<file path="config.mk">
export PLATFORM = sky130hd
export DESIGN_NAME = mem_stage_lsu
export DESIGN_NICKNAME = d
export VERILOG_FILES = /design/src/rtl/otter_pkg.sv /design/src/rtl/lsu_load_align.sv /design/src/rtl/mem_stage_lsu.sv
export SDC_FILE = /design/constraint.sdc
export NUM_CORES = 1
export LEC_CHECK = 0
export CAP_MARGIN = 20
export CORE_AREA = 10 10 115 117
export CTS_CLUSTER_DIAMETER = 120
export DETAILED_ROUTE_END_ITERATION = 10
export DIE_AREA = 0 0 125 127
export HOLD_SLACK_MARGIN = 0.05
export PLACE_DENSITY = 0.94
export SLEW_MARGIN = 20
export SYNTH_ARGS = -nofsm -noshare
export SYNTH_HDL_FRONTEND = slang
export SYNTH_SLANG_ARGS = --single-unit
export TNS_END_PERCENT = 30
</file>
<file path="constraint.sdc">
create_clock -name CLK -period 4 [get_ports CLK]
set_clock_uncertainty 0.15 [all_clocks]
set_input_delay 0.8 -clock CLK [delete_from_list [all_inputs] [get_ports CLK]]
set_output_delay 0.8 -clock CLK [all_outputs]
set_load 0.05 [all_outputs]
</file>
<file path="src/rtl/otter_pkg.sv">
// Shared load/store definitions for the memory stage:
// funct3 encodings, FSM states and size/lane helper functions.
package otter_pkg;

    localparam logic [2:0] F3_LB  = 3'b000;
    localparam logic [2:0] F3_LH  = 3'b001;
    localparam logic [2:0] F3_LW  = 3'b010;
    localparam logic [2:0] F3_LBU = 3'b100;
    localparam logic [2:0] F3_LHU = 3'b101;
    localparam logic [2:0] F3_SB  = 3'b000;
    localparam logic [2:0] F3_SH  = 3'b001;
    localparam logic [2:0] F3_SW  = 3'b010;

    typedef enum logic [1:0] {
        LSU_IDLE,
        LSU_BUSY,
        LSU_DONE
    } lsu_state_t;

    typedef enum logic [1:0] {
        SZ_B,
        SZ_H,
        SZ_W
    } lsu_size_t;

    // Any encoding that is not a byte or halfword access is a word
    function automatic lsu_size_t size_of(input logic [2:0] f3);
        lsu_size_t sz;
        case (f3)
            F3_LB, F3_LBU: sz = SZ_B;
            F3_LH, F3_LHU: sz = SZ_H;
            default:       sz = SZ_W;
        endcase
        return sz;
    endfunction

    function automatic logic [3:0] be_of(input lsu_size_t sz,
                                         input logic [1:0] off);
        logic [3:0] be;
        case (sz)
            SZ_B:    be = 4'b0001 << off;
            SZ_H:    be = 4'b0011 << {off[1], 1'b0};
            default: be = 4'b1111;
        endcase
        return be;
    endfunction

    function automatic logic [31:0] wdata_of(input lsu_size_t sz,
                                             input logic [31:0] d);
        logic [31:0] w;
        case (sz)
            SZ_B:    w = {4{d[7:0]}};
            SZ_H:    w = {2{d[15:0]}};
            default: w = d;
        endcase
        return w;
    endfunction

endpackage

</file>
<file path="src/rtl/lsu_load_align.sv">
// Load lane select and sign/zero extension of the returned bus word.
module lsu_load_align
    import otter_pkg::*;
(
    input  logic [2:0]  funct3,
    input  logic [1:0]  off,
    input  logic [31:0] rdata,
    output logic [31:0] data
);

    logic [7:0]  byte_v;
    logic [15:0] half_v;
    logic        sext;

    always_comb begin
        byte_v = rdata[{off, 3'b000} +: 8];
        half_v = off[1] ? rdata[31:16] : rdata[15:0];
        sext   = ~funct3[2];
        case (size_of(funct3))
            SZ_B:    data = {{24{sext & byte_v[7]}}, byte_v};
            SZ_H:    data = {{16{sext & half_v[15]}}, half_v};
            default: data = rdata;
        endcase
    end

endmodule

</file>
<file path="src/rtl/mem_stage_lsu.sv">
// Memory-stage load/store unit: IDLE/BUSY/DONE bus sequencer with stall.
// Optional `LSU_MISALIGN_TRAP_EN adds MisalignM and suppresses misaligned access.
module mem_stage_lsu
    import otter_pkg::*;
(
    input  logic        CLK,
    input  logic        RST_N,
    input  logic        MemReadM,
    input  logic        MemWriteM,
    input  logic [2:0]  Funct3M,
    input  logic [31:0] ALUResultM,
    input  logic [31:0] WriteDataM,
    output logic        DMemReq,
    output logic        DMemWe,
    output logic [31:0] DMemAddr,
    output logic [3:0]  DMemBe,
    output logic [31:0] DMemWData,
    input  logic [31:0] DMemRData,
    input  logic        DMemAck,
`ifdef LSU_MISALIGN_TRAP_EN
    output logic        MisalignM,
`endif
    output logic [31:0] ReadDataM,
    output logic        StallM
);

    lsu_state_t  state_q, state_d;
    logic        we_q, we_d;
    logic [31:0] addr_q, addr_d;
    logic [3:0]  be_q, be_d;
    logic [31:0] wdata_q, wdata_d;
    logic [2:0]  f3_q, f3_d;
    logic [1:0]  off_q, off_d;
    logic [31:0] rdata_q, rdata_d;
    logic [31:0] load_data;
    lsu_size_t   sz;
    logic        access;
    logic        mis;
    logic        go;
    logic        stall;

    assign sz     = size_of(Funct3M);
    assign access = MemReadM | MemWriteM;

`ifdef LSU_MISALIGN_TRAP_EN
    assign mis = ((sz == SZ_H) && ALUResultM[0]) ||
                 ((sz == SZ_W) && (ALUResultM[1:0] != 2'b00));
    assign MisalignM = access & mis;
`else
    assign mis = 1'b0;
`endif

    assign go = access & ~mis;

    lsu_load_align u_align (
        .funct3 (f3_q),
        .off    (off_q),
        .rdata  (DMemRData),
        .data   (load_data)
    );

    always_comb begin
        state_d = state_q;
        we_d    = we_q;
        addr_d  = addr_q;
        be_d    = be_q;
        wdata_d = wdata_q;
        f3_d    = f3_q;
        off_d   = off_q;
        rdata_d = rdata_q;
        stall   = 1'b0;
        unique case (state_q)
            LSU_IDLE: begin
                if (go) begin
                    stall   = 1'b1;
                    state_d = LSU_BUSY;
                    we_d    = MemWriteM;
                    addr_d  = {ALUResultM[31:2], 2'b00};
                    be_d    = be_of(sz, ALUResultM[1:0]);
                    wdata_d = wdata_of(sz, WriteDataM);
                    f3_d    = Funct3M;
                    off_d   = ALUResultM[1:0];
                end
            end
            LSU_BUSY: begin
                stall = 1'b1;
                if (DMemAck) begin
                    state_d = LSU_DONE;
                    if (!we_q) rdata_d = load_data;
                end
            end
            // Always leave DONE so the frozen instruction is not re-issued
            LSU_DONE: state_d = LSU_IDLE;
            default:  state_d = LSU_IDLE;
        endcase
    end

    always_ff @(posedge CLK or negedge RST_N) begin
        if (!RST_N) begin
            state_q <= LSU_IDLE;
            we_q    <= 1'b0;
            addr_q  <= '0;
            be_q    <= '0;
            wdata_q <= '0;
            f3_q    <= '0;
            off_q   <= '0;
            rdata_q <= '0;
        end else begin
            state_q <= state_d;
            we_q    <= we_d;
            addr_q  <= addr_d;
            be_q    <= be_d;
            wdata_q <= wdata_d;
            f3_q    <= f3_d;
            off_q   <= off_d;
            rdata_q <= rdata_d;
        end
    end

    assign DMemReq   = (state_q == LSU_BUSY);
    assign DMemWe    = we_q;
    assign DMemAddr  = addr_q;
    assign DMemBe    = be_q;
    assign DMemWData = wdata_q;
    assign ReadDataM = rdata_q;
    assign StallM    = stall & RST_N;

endmodule

</file>
==> tab_implementation.tex, run 1 <==
\begin{tabular}{lr}
\hline
Metric & Value \\
\hline
\multicolumn{2}{l}{\textbf{Global route}} \\
Number of global-route vias before repair & 4553 \\
GRT Resource Usage Total & 19.1\% \\
Global route total overflow & 0 \\
First-pass GRT wire length & 24.9 mm \\
Antenna violations before repair & 0 \\
Largest net degree at the start of global routing & 55 \\
\multicolumn{2}{l}{\textbf{Worst setup path}} \\
Endpoint kind of the worst setup timing path & output port \\
Crit path required time & 3.05 ns \\
CP max FO & 3 \\
Count of cells along the worst register-to-register path & 3 \\
Arrival time at the worst endpoint & 2.47 ns \\
CP Class & in2out \\
Setup crit start kind & input port \\
\multicolumn{2}{l}{\textbf{Clock tree}} \\
CTS root buffer & clkbuf\_16 \\
Post-cts resize count & 0 \\
Clock slew at reported path FFs & 0.07 ns \\
Clock latency on the worst-skew pair & 0.34 ns \\
Number of clock buffers inserted by TritonCTS & 9 \\
CTS sink cnt & 106 \\
Bufs on Longest Clock Path & 2 \\
Hold buffer count at CTS & 0 \\
Clock tree from TritonCTS & yes \\
Setup Buffers After CTS & 0 \\
\# H-tree levels & 3 \\
\multicolumn{2}{l}{\textbf{Routing}} \\
Post-detailed-route count of antenna-violating nets & 0 \\
Number of remaining DRC errors & 0 \\
Count of vias placed by the detailed router & 4045 \\
Average vias per placed instance & 5.36 \\
DRT Wirelength & 15.6 mm \\
Post-detailed-route wirelength per cell & 20.7 µm \\
First DRT Iteration DRCs & 403 \\
First drt pass iteration count & 4 \\
\multicolumn{2}{l}{\textbf{Cells and area}} \\
Synthesis-to-layout area growth & 49.0\% \\
Utilization after layout & 67.7\% \\
Footprint of the multi-input gates & 2280 µm² \\
Commonest non-fill, non-tap cell in the layout & clkdlybuf4s50\_1 \\
Antenna diode count & 0 \\
Count of fill cells added during filler insertion & 815 \\
Layout cell share with drive strength beyond 1 & 20.1\% \\
Net count of the finished layout & 711 \\
Reg area & 2650 µm² \\
Top library cells by usage in the layout, fill and taps aside & 203 x clkdlybuf4s50\_1, 105 x dfrtp\_1, 95 x mux2\_2 \\
Summed area of non-filler cells in the final layout & 7540 µm² \\
\multicolumn{2}{l}{\textbf{Timing}} \\
Fin Setup TNS & 0 ns \\
Remaining max-slew budget at the tightest pin & 36.5\% \\
Transition at the pin with the smallest max-transition slack & 0.951 ns \\
Unrepaired setup endpoints after global routing & false \\
Final setup viols & 0 \\
Final worst-path setup slack & 0.579 ns \\
Timing-limited maximum frequency & 0.292 GHz \\
Final cycle utilization of the critical path & 85.5\% \\
Minimum clock period after layout & 3.42 ns \\
Number of hold violations in the final report & 0 \\
Number of max-slew violations in the final report & 0 \\
\multicolumn{2}{l}{\textbf{Status}} \\
Outcome & complete, no violations \\
\multicolumn{2}{l}{\textbf{Yosys}} \\
Flip-flop and latch count after synthesis & 106 \\
Main flop type after synthesis & dfrtp\_1 \\
Count of flip-flops with a built-in enable after synthesis & 0 \\
FFs w/ async S/R, synth & 100\% \\
Seq/Total Area, Yosys & 52.4\% \\
Cell count after synthesis & 413 \\
Synthesis warning total & 0 \\
Count of different cell masters after synthesis & 31 \\
Syn\_area\_per\_cell & 12.2 µm² \\
Post-synthesis instance area & 5060 µm² \\
\multicolumn{2}{l}{\textbf{Place}} \\
Placement Setup Slack & 0.590 ns \\
Post-place instance area & 7240 µm² \\
Number of port buffers & 204 \\
Final estimated routing congestion in global placement & 0.862 \\
DP Wirelength & 11.8 mm \\
\multicolumn{2}{l}{\textbf{Power and ir drop}} \\
Worst IR Drop VDD & 0.000620 V \\
Internal power & 3750 µW \\
Leakage Power & 0.00307 µW \\
Portion of total power attributed to the clock network & 12.1\% \\
Combinational fraction of design power & 59.8\% \\
Sw frac & 48.1\% \\
Switching Power & 3480 µW \\
Pwr/cell area & 959 nW/µm² \\
Register share of total power & 28.1\% \\
\multicolumn{2}{l}{\textbf{Floorplanning}} \\
Site Rows & 39 \\
Die outline height & 127 µm \\
Number of top-level pins & 207 \\
Initial cell density of the core & 45.5\% \\
Die outline width & 125 µm \\
Core area & 11100 µm² \\
Overall die area & 15900 µm² \\
\multicolumn{2}{l}{\textbf{Worst hold path}} \\
Worst hold stages & 1 \\
Class of the tightest hold or removal check & reg2reg \\
\multicolumn{2}{l}{\textbf{Job}} \\
Max cap viols & 0 \\
\hline
\end{tabular}
routing by layer:
| metal | GRT usage (%) | vias to the layer above | part of all wire, % |
|---|---|---|---|
| met5 | 0 | - | 0 |
| met4 | 5.15 | 0 | 1.7 |
| met3 | 8.77 | 23 | 10 |
| met2 | 31.8 | 176 | 49 |
| met1 | 21.9 | 2004 | 39 |
| li1 | - | 1842 | - |
stage by stage:
| stage | power [µW] | hold slack [ns] | cells |
|---|---|---|---|
| floorplan | 4830 | 0.354 | 414 |
| global placement | 6270 | 0.335 | 739 |
| detailed placement | 6400 | 0.343 | 739 |
| CTS | 7290 | 0.359 | 754 |
| global route | 7570 | 0.375 | 754 |
| finish | 7230 | 0.355 | 754 |
cell type report:
class / instances / area share, %
Clock inverter: 2 / 0.498
Tap cell: 143 / 2.37
Timing Repair Buffer: 212 / 28.2
Clock buffer: 13 / 3.32
Sequential cell: 106 / 35.2
Inverter: 4 / 0.199
Multi-Input combinational cell: 274 / 30.2
cell usage after synthesis, types with 2 or more instances:
| library cell | count | area [µm²] |
|---|---|---|
| nor2b_1 | 7 | 43.8 |
| inv_1 | 4 | 15.0 |
| o21bai_1 | 2 | 15.0 |
| mux2i_1 | 28 | 280 |
| mux2_2 | 95 | 1070 |
| a211oi_1 | 8 | 60.1 |
| buf_2 | 15 | 75.1 |
| clkbuf_1 | 11 | 41.3 |
| and2_1 | 17 | 106 |
| and3b_1 | 7 | 61.3 |
| a221oi_1 | 7 | 61.3 |
| a21oi_1 | 9 | 45.0 |
| nor3b_1 | 10 | 75.1 |
| nor2_1 | 20 | 75.1 |
| dfrtp_1 | 106 | 2650 |
| nand2b_1 | 4 | 25.0 |
| buf_4 | 2 | 15.0 |
| o21ai_0 | 32 | 160 |
| nand2_1 | 17 | 63.8 |
flip-flops by register name, summed over array words and instances (netlist names):
signal     cells
ReadDataM     32
DMemBe         4
DMemWData     32
DMemAddr      30
DMemWe         1
off_q          2
f3_q           3
state_q        2
kinds of logic (layout without fill, tap and decap cells):
| family | Yosys count | count (layout) | synth area share (%) |
|---|---|---|---|
| other | 1 | 2 | 0.0741 |
| AND/OR/NAND/NOR | 87 | 87 | 9.74 |
| multiplexers | 124 | 124 | 27.1 |
| buffers and inverters | 34 | 231 | 3.22 |
| flip-flops | 106 | 106 | 52.4 |
| AO/OA/AOI/OAI | 61 | 61 | 7.40 |
power groups by stage:
stage / Sequential (µW) / Clock, µW / Combinational, µW
detailed placement: 2050 / 0 / 4350
floorplan: 3630 / 0 / 1200
finish: 2030 / 876 / 4320
CTS: 2030 / 895 / 4360
global placement: 2000 / 0 / 4270
global route: 2110 / 940 / 4520
final timing paths:
kind / start / endpoint / slack [ns]
max in group asynchronous: RST_N / f3_q[1] / 2.03
worst max-delay path: MemWriteM / StallM / 0.58
min in group asynchronous: RST_N / DMemAddr[29] / 0.46
worst min-delay path: DMemAddr[7] / DMemAddr[7] / 0.36
worst max register to register: off_q[1] / ReadDataM[14] / 1.52
worst min register to register: DMemAddr[7] / DMemAddr[7] / 0.36
critical path: stages:
cell and delay [ns]:
clkdlybuf4s50_1 0.57, nor3_1 0.08, nor3b_1 0.18, clkdlybuf4s50_1 0.84
No activity file was read; power rests on OpenSTA's default activity.
==> run 2, diff against run 1 <==
- MAX_ROUTING_LAYER: not set -> met4
- clock period: 4 -> 3.98 ns (I/O delays scaled with it)
==> tab_implementation.tex, run 2 (synthesis results as in run 1) <==
\begin{tabular}{lr}
\hline
Metric & Value \\
\hline
\multicolumn{2}{l}{\textbf{Worst setup path}} \\
Crit path required time & 3.03 ns (-0.02 ns) \\
Arrival time at the worst endpoint & 2.43 ns (-0.04 ns) \\
Endpoint kind of the worst setup timing path & output port \\
Cell class contributing the biggest share of worst-path delay & buffers and inverters \\
CP max FO & 3 (unchanged) \\
Cell mode on critical path & clkdlybuf4s50\_1 \\
Setup crit start kind & input port \\
Setup slack of the most critical reg-to-reg path & 1.55 ns (+0.03 ns) \\
Delay contributed by the slowest stage of the critical path & 0.84 ns (about the same) \\
Count of buffer and inverter cells on the critical path & 2 (unchanged) \\
Cell Chain, Critical Path & clkdlybuf4s50\_1 -> nor3\_1 -> nor3b\_1 -> clkdlybuf4s50\_1 \\
CP Class & in2out \\
Slowest cell on the critical path & clkdlybuf4s50\_1 \\
\multicolumn{2}{l}{\textbf{Clock tree}} \\
Number of clock buffers inserted by TritonCTS & 9 (unchanged) \\
Clock slew at reported path FFs & 0.07 ns (about the same) \\
Post-cts resize count & 0 (unchanged) \\
Setup Buffers After CTS & 0 (unchanged) \\
\# H-tree levels & 3 (unchanged) \\
Hold buffer count at CTS & 0 (unchanged) \\
Bufs on Longest Clock Path & 2 (unchanged) \\
CTS sink cnt & 106 (unchanged) \\
Clock latency on the worst-skew pair & 0.34 ns (about the same) \\
Clock tree from TritonCTS & yes \\
CTS root buffer & clkbuf\_16 \\
\multicolumn{2}{l}{\textbf{Global route}} \\
Largest net degree at the start of global routing & 55 (unchanged) \\
First-pass GRT wire length & 24.4 mm (-2.1\%) \\
Global route total overflow & 0 (unchanged) \\
GRT Resource Usage Total & 19.4\% (+0.31 points) \\
Antenna violations before repair & 0 (unchanged) \\
Number of global-route vias before repair & 4461 (-2.0\%) \\
\multicolumn{2}{l}{\textbf{Place}} \\
Cells after DPL & 739 (unchanged) \\
Final estimated routing congestion in global placement & 0.876 (+1.6\%) \\
DP Wirelength & 11.6 mm (-2.4\%) \\
Number of port buffers & 204 (unchanged) \\
\multicolumn{2}{l}{\textbf{Floorplanning}} \\
Site Rows & 39 (unchanged) \\
Overall die area & 15900 µm² (unchanged) \\
Core area & 11100 µm² (unchanged) \\
Number of top-level pins & 207 (unchanged) \\
Die outline height & 127 µm (unchanged) \\
Initial cell density of the core & 45.5\% (unchanged) \\
Die outline width & 125 µm (unchanged) \\
\multicolumn{2}{l}{\textbf{Power and ir drop}} \\
Pwr/cell area & 964 nW/µm² (+0.55\%) \\
Leakage Power & 0.00307 µW (+0.22\%) \\
Worst IR Drop VDD & 0.000689 V (+11\%) \\
\multicolumn{2}{l}{\textbf{Cells and area}} \\
Final cell count without fillers & 755 (+0.13\%) \\
Layout cell share with drive strength beyond 1 & 20.4\% (+0.29 points) \\
Commonest non-fill, non-tap cell in the layout & clkdlybuf4s50\_1 \\
Synthesis-to-layout area growth & 49.2\% \\
Net count of the finished layout & 711 (unchanged) \\
Antenna diode count & 0 (unchanged) \\
Top library cells by usage in the layout, fill and taps aside & 203 x clkdlybuf4s50\_1, 105 x dfrtp\_1, 95 x mux2\_2 \\
Count of fill cells added during filler insertion & 805 (-1.2\%) \\
\multicolumn{2}{l}{\textbf{Worst hold path}} \\
Class of the tightest hold or removal check & reg2reg \\
\multicolumn{2}{l}{\textbf{Timing}} \\
Final setup viols & 0 (unchanged) \\
Number of max-slew violations in the final report & 0 (unchanged) \\
Final cycle utilization of the critical path & 84.9\% \\
Minimum clock period after layout & 3.38 ns \\
Unrepaired setup endpoints after global routing & false \\
Remaining max-slew budget at the tightest pin & 37.3\% (+0.82 points) \\
Fin Setup TNS & 0 ns (unchanged) \\
Timing-limited maximum frequency & 0.296 GHz \\
Number of hold violations in the final report & 0 (unchanged) \\
Transition at the pin with the smallest max-transition slack & 0.938 ns (-0.0123 ns) \\
\multicolumn{2}{l}{\textbf{Routing}} \\
Number of remaining DRC errors & 0 (unchanged) \\
DRT Wirelength & 15.3 mm (-1.5\%) \\
Count of vias placed by the detailed router & 4041 (-0.099\%) \\
Average vias per placed instance & 5.35 (-0.23\%) \\
Post-detailed-route wirelength per cell & 20.3 µm (-1.6\%) \\
First DRT Iteration DRCs & 315 (-22\%) \\
Post-detailed-route count of antenna-violating nets & 0 (unchanged) \\
First drt pass iteration count & 4 (unchanged) \\
\multicolumn{2}{l}{\textbf{Job}} \\
Max cap viols & 0 (unchanged) \\
\multicolumn{2}{l}{\textbf{Status}} \\
Outcome & complete, no violations \\
\hline
\end{tabular}
[run 2: cell types whose count changed in the layout (fill, tap and decap cells not counted), sizes merged]
cell / previous run / this run
clkbuf: 13 / 12
clkinv: 0 / 2
[run 2: final cells by class]
cell class	count	area, µm²	share of cell area (%)
clock buffers	12	246	3.27
clock inverters	4	51.3	0.680
inverters	4	15.0	0.199
multi-input cells	274	2280	30.2
flip-flops and latches	106	2650	35.2
well taps	143	179	2.37
repair buffers	212	2120	28.1
[run 2: report_power, final]
group | switching (µW) | leakage (µW) | internal, µW | total (µW)
sequential | 427 | 0.00125 | 1620 | 2040
combinational | 2700 | 0.00169 | 1650 | 4350
clock | 383 | 0.000143 | 506 | 889
total | 3510 | 0.00307 | 3770 | 7280
[run 2: layer usage]
layer | vias up | track usage [%] | wire, µm
met3 | 18 | 6.95 | 1270
met4 | 0 | 5.49 | 240
met1 | 2002 | 21.9 | 6180
li1 | 1848 | - | -
met5 | - | - | 0
met2 | 173 | 32.2 | 7650
[run 2: final timing paths]
| kind | from | end | cells after the start |
|---|---|---|---|
| worst min register to register | DMemAddr[6] | DMemAddr[6] | 1 |
| min in group asynchronous | RST_N | DMemAddr[26] | 2 |
| worst max register to register | off_q[1] | ReadDataM[20] | 3 |
| worst max-delay path | MemWriteM | StallM | 4 |
| worst min-delay path | DMemAddr[6] | DMemAddr[6] | 1 |
| max in group asynchronous | RST_N | f3_q[1] | 3 |
[run 2: metrics by stage]
step | area (µm²) | power (µW) | setup slack, ns | hold slack (ns) | utilization [%]
6_report | 7550 | 7280 | 0.599 | 0.355 | 67.8
5_1_grt | 7550 | 7620 | 0.505 | 0.366 | 67.8
4_1_cts | 7540 | 7340 | 0.588 | 0.357 | 67.8
3_5_place_dp | 7240 | 6420 | 0.579 | 0.342 | 65.1
3_3_place_gp | 7240 | 6300 | 0.603 | 0.335 | 65.1
2_1_floorplan | 5060 | 4860 | 1.05 | 0.350 | -
==> run 3, diff against run 2 <==
- CORE_AREA: 10 10 115 117 -> 10 10 125 127
- DIE_AREA: 0 0 125 127 -> 0 0 135 137
- PLACE_DENSITY: 0.94 -> 0.85
- clock period: 3.98 -> 2.9 ns (I/O delays scaled with it)
==> tab_implementation.tex, run 3 (synthesis results as in run 1) <==
\begin{tabular}{lr}
\hline
Metric & Value \\
\hline
\multicolumn{2}{l}{\textbf{Job}} \\
Max cap viols & 0 (unchanged) \\
\multicolumn{2}{l}{\textbf{Cells and area}} \\
Top library cells by usage in the layout, fill and taps aside & 202 x clkdlybuf4s50\_1, 106 x dfrtp\_1, 95 x mux2\_2 \\
Antenna diode count & 0 (unchanged) \\
Count of fill cells added during filler insertion & 1040 (+29\%) \\
Synthesis-to-layout area growth & 51.8\% \\
Net count of the finished layout & 720 (+1.3\%) \\
Commonest non-fill, non-tap cell in the layout & clkdlybuf4s50\_1 \\
Layout cell share with drive strength beyond 1 & 21.7\% (+1.3 points) \\
Final cell count without fillers & 797 (+5.6\%) \\
\multicolumn{2}{l}{\textbf{Routing}} \\
Number of remaining DRC errors & 0 (unchanged) \\
Post-detailed-route count of antenna-violating nets & 0 (unchanged) \\
First DRT Iteration DRCs & 247 (-22\%) \\
Count of vias placed by the detailed router & 4038 (-0.074\%) \\
Post-detailed-route wirelength per cell & 19.3 µm (-5.2\%) \\
DRT Wirelength & 15.3 mm (about the same) \\
Average vias per placed instance & 5.07 (-5.3\%) \\
First drt pass iteration count & 4 (unchanged) \\
\multicolumn{2}{l}{\textbf{Clock tree}} \\
Setup Buffers After CTS & 0 (unchanged) \\
Post-cts resize count & 0 (unchanged) \\
Clock slew at reported path FFs & 0.07 ns (about the same) \\
Clock latency on the worst-skew pair & 0.34 ns (about the same) \\
\# H-tree levels & 3 (unchanged) \\
Clock tree from TritonCTS & yes \\
CTS root buffer & clkbuf\_16 \\
Number of clock buffers inserted by TritonCTS & 9 (unchanged) \\
CTS sink cnt & 106 (unchanged) \\
Hold buffer count at CTS & 0 (unchanged) \\
Bufs on Longest Clock Path & 2 (unchanged) \\
\multicolumn{2}{l}{\textbf{Timing}} \\
Final setup viols & 0 (unchanged) \\
Final cycle utilization of the critical path & 88.9\% \\
Number of hold violations in the final report & 0 (unchanged) \\
Unrepaired setup endpoints after global routing & false \\
Timing-limited maximum frequency & 0.388 GHz \\
Number of max-slew violations in the final report & 0 (unchanged) \\
Remaining max-slew budget at the tightest pin & 36.5\% (-0.79 points) \\
Minimum clock period after layout & 2.58 ns \\
Transition at the pin with the smallest max-transition slack & 0.950 ns (+0.0118 ns) \\
Fin Setup TNS & 0 ns (unchanged) \\
\multicolumn{2}{l}{\textbf{Worst setup path}} \\
CP max FO & 5 (+2) \\
Timing startpoint of the critical path & state\_q[1] \\
CP Class & reg2out \\
Endpoint kind of the worst setup timing path & output port \\
Setup slack of the most critical reg-to-reg path & 0.93 ns (-0.62 ns) \\
Arrival time at the worst endpoint & 1.85 ns (-0.58 ns) \\
Count of cells along the worst register-to-register path & 3 (unchanged) \\
FF-to-FF Start & f3\_q[0] \\
Capture point of the worst reg-to-reg path & ReadDataM[3] \\
Setup crit start kind & flop \\
Crit path required time & 2.17 ns (-0.86 ns) \\
\multicolumn{2}{l}{\textbf{Global route}} \\
GRT Resource Usage Total & 16.9\% (-2.6 points) \\
Global route total overflow & 0 (unchanged) \\
Number of global-route vias before repair & 4455 (-0.13\%) \\
Antenna violations before repair & 0 (unchanged) \\
First-pass GRT wire length & 24.0 mm (-1.4\%) \\
Largest net degree at the start of global routing & 55 (unchanged) \\
\multicolumn{2}{l}{\textbf{Floorplanning}} \\
Core area & 13100 µm² (+18\%) \\
Overall die area & 18500 µm² (+17\%) \\
Die outline height & 137 µm (+7.9\%) \\
Site Rows & 42 (+7.7\%) \\
Die outline width & 135 µm (+8.0\%) \\
Number of top-level pins & 207 (unchanged) \\
Initial cell density of the core & 38.7\% (-6.8 points) \\
\multicolumn{2}{l}{\textbf{Place}} \\
DP Wirelength & 11.9 mm (+3.1\%) \\
Number of port buffers & 204 (unchanged) \\
Cells after DPL & 781 (+5.7\%) \\
Final estimated routing congestion in global placement & 0.880 (+0.53\%) \\
\multicolumn{2}{l}{\textbf{Status}} \\
Outcome & complete, no violations \\
\multicolumn{2}{l}{\textbf{Power and ir drop}} \\
Worst IR Drop VDD & 0.000697 V (+1.1\%) \\
Leakage Power & 0.00313 µW (+2.0\%) \\
Pwr/cell area & 1310 nW/µm² (+36\%) \\
\multicolumn{2}{l}{\textbf{Worst hold path}} \\
Class of the tightest hold or removal check & in2async \\
\hline
\end{tabular}
run 3: cell types whose count changed in the layout (fill, tap and decap cells not counted), sizes merged:
| cell | previous run | this run |
|---|---|---|
| buf | 9 | 19 |
| clkbuf | 12 | 11 |
| clkdlybuf4s50 | 203 | 202 |
| clkinv | 2 | 3 |
run 3: where the power goes:
group	switching, µW	internal, µW	total, µW
logic	3820	2340	6160
registers	442	2220	2660
clock network	524	712	1240
run 3: per-layer routing:
layer	vias to the layer above	wire (µm)	share of wire, %	track usage [%]
li1	1867	-	-	-
met1	1979	5980	39	18.5
met2	175	7620	50	27.7
met3	17	1480	9.6	6.60
met4	0	269	1.8	5.68
met5	-	0	0	-
run 3: how the worst max path moves through the flow:
stage	end	slack, ns	cells after the start
after global routing	DMemReq	0.26	3
after CTS	DMemReq	0.29	3
after global placement	StallM	0.41	4
final	DMemReq	0.32	3
after detailed placement	StallM	0.38	4
after floorplan	StallM	0.40	2
run 3: critical path: stages, from the launching register on:
cell             delay, ns
dfrtp_1               0.44
nand2b_1              0.18
inv_1                 0.07
clkdlybuf4s50_1       0.81
run 3: area by class of cell:
class | instances | area, µm² | area share, %
flip-flops and latches | 106 | 2650 | 34.5
multi-input cells | 274 | 2270 | 29.6
repair buffers | 221 | 2210 | 28.8
clock buffers | 11 | 253 | 3.29
well taps | 176 | 220 | 2.87
clock inverters | 5 | 52.6 | 0.684
inverters | 4 | 15.0 | 0.195
run 3: per-stage QoR:
stage	hold slack [ns]	instance area (µm²)	util [%]	power (µW)	setup WS, ns
6_report	0.199	7680	58.7	10100	0.323
5_1_grt	0.242	7680	58.7	10600	0.260
4_1_cts	0.221	7680	58.7	10200	0.288
3_5_place_dp	0.342	7380	56.4	8890	0.384
3_3_place_gp	0.337	7380	56.4	8750	0.407
2_1_floorplan	0.134	5060	-	6660	0.402
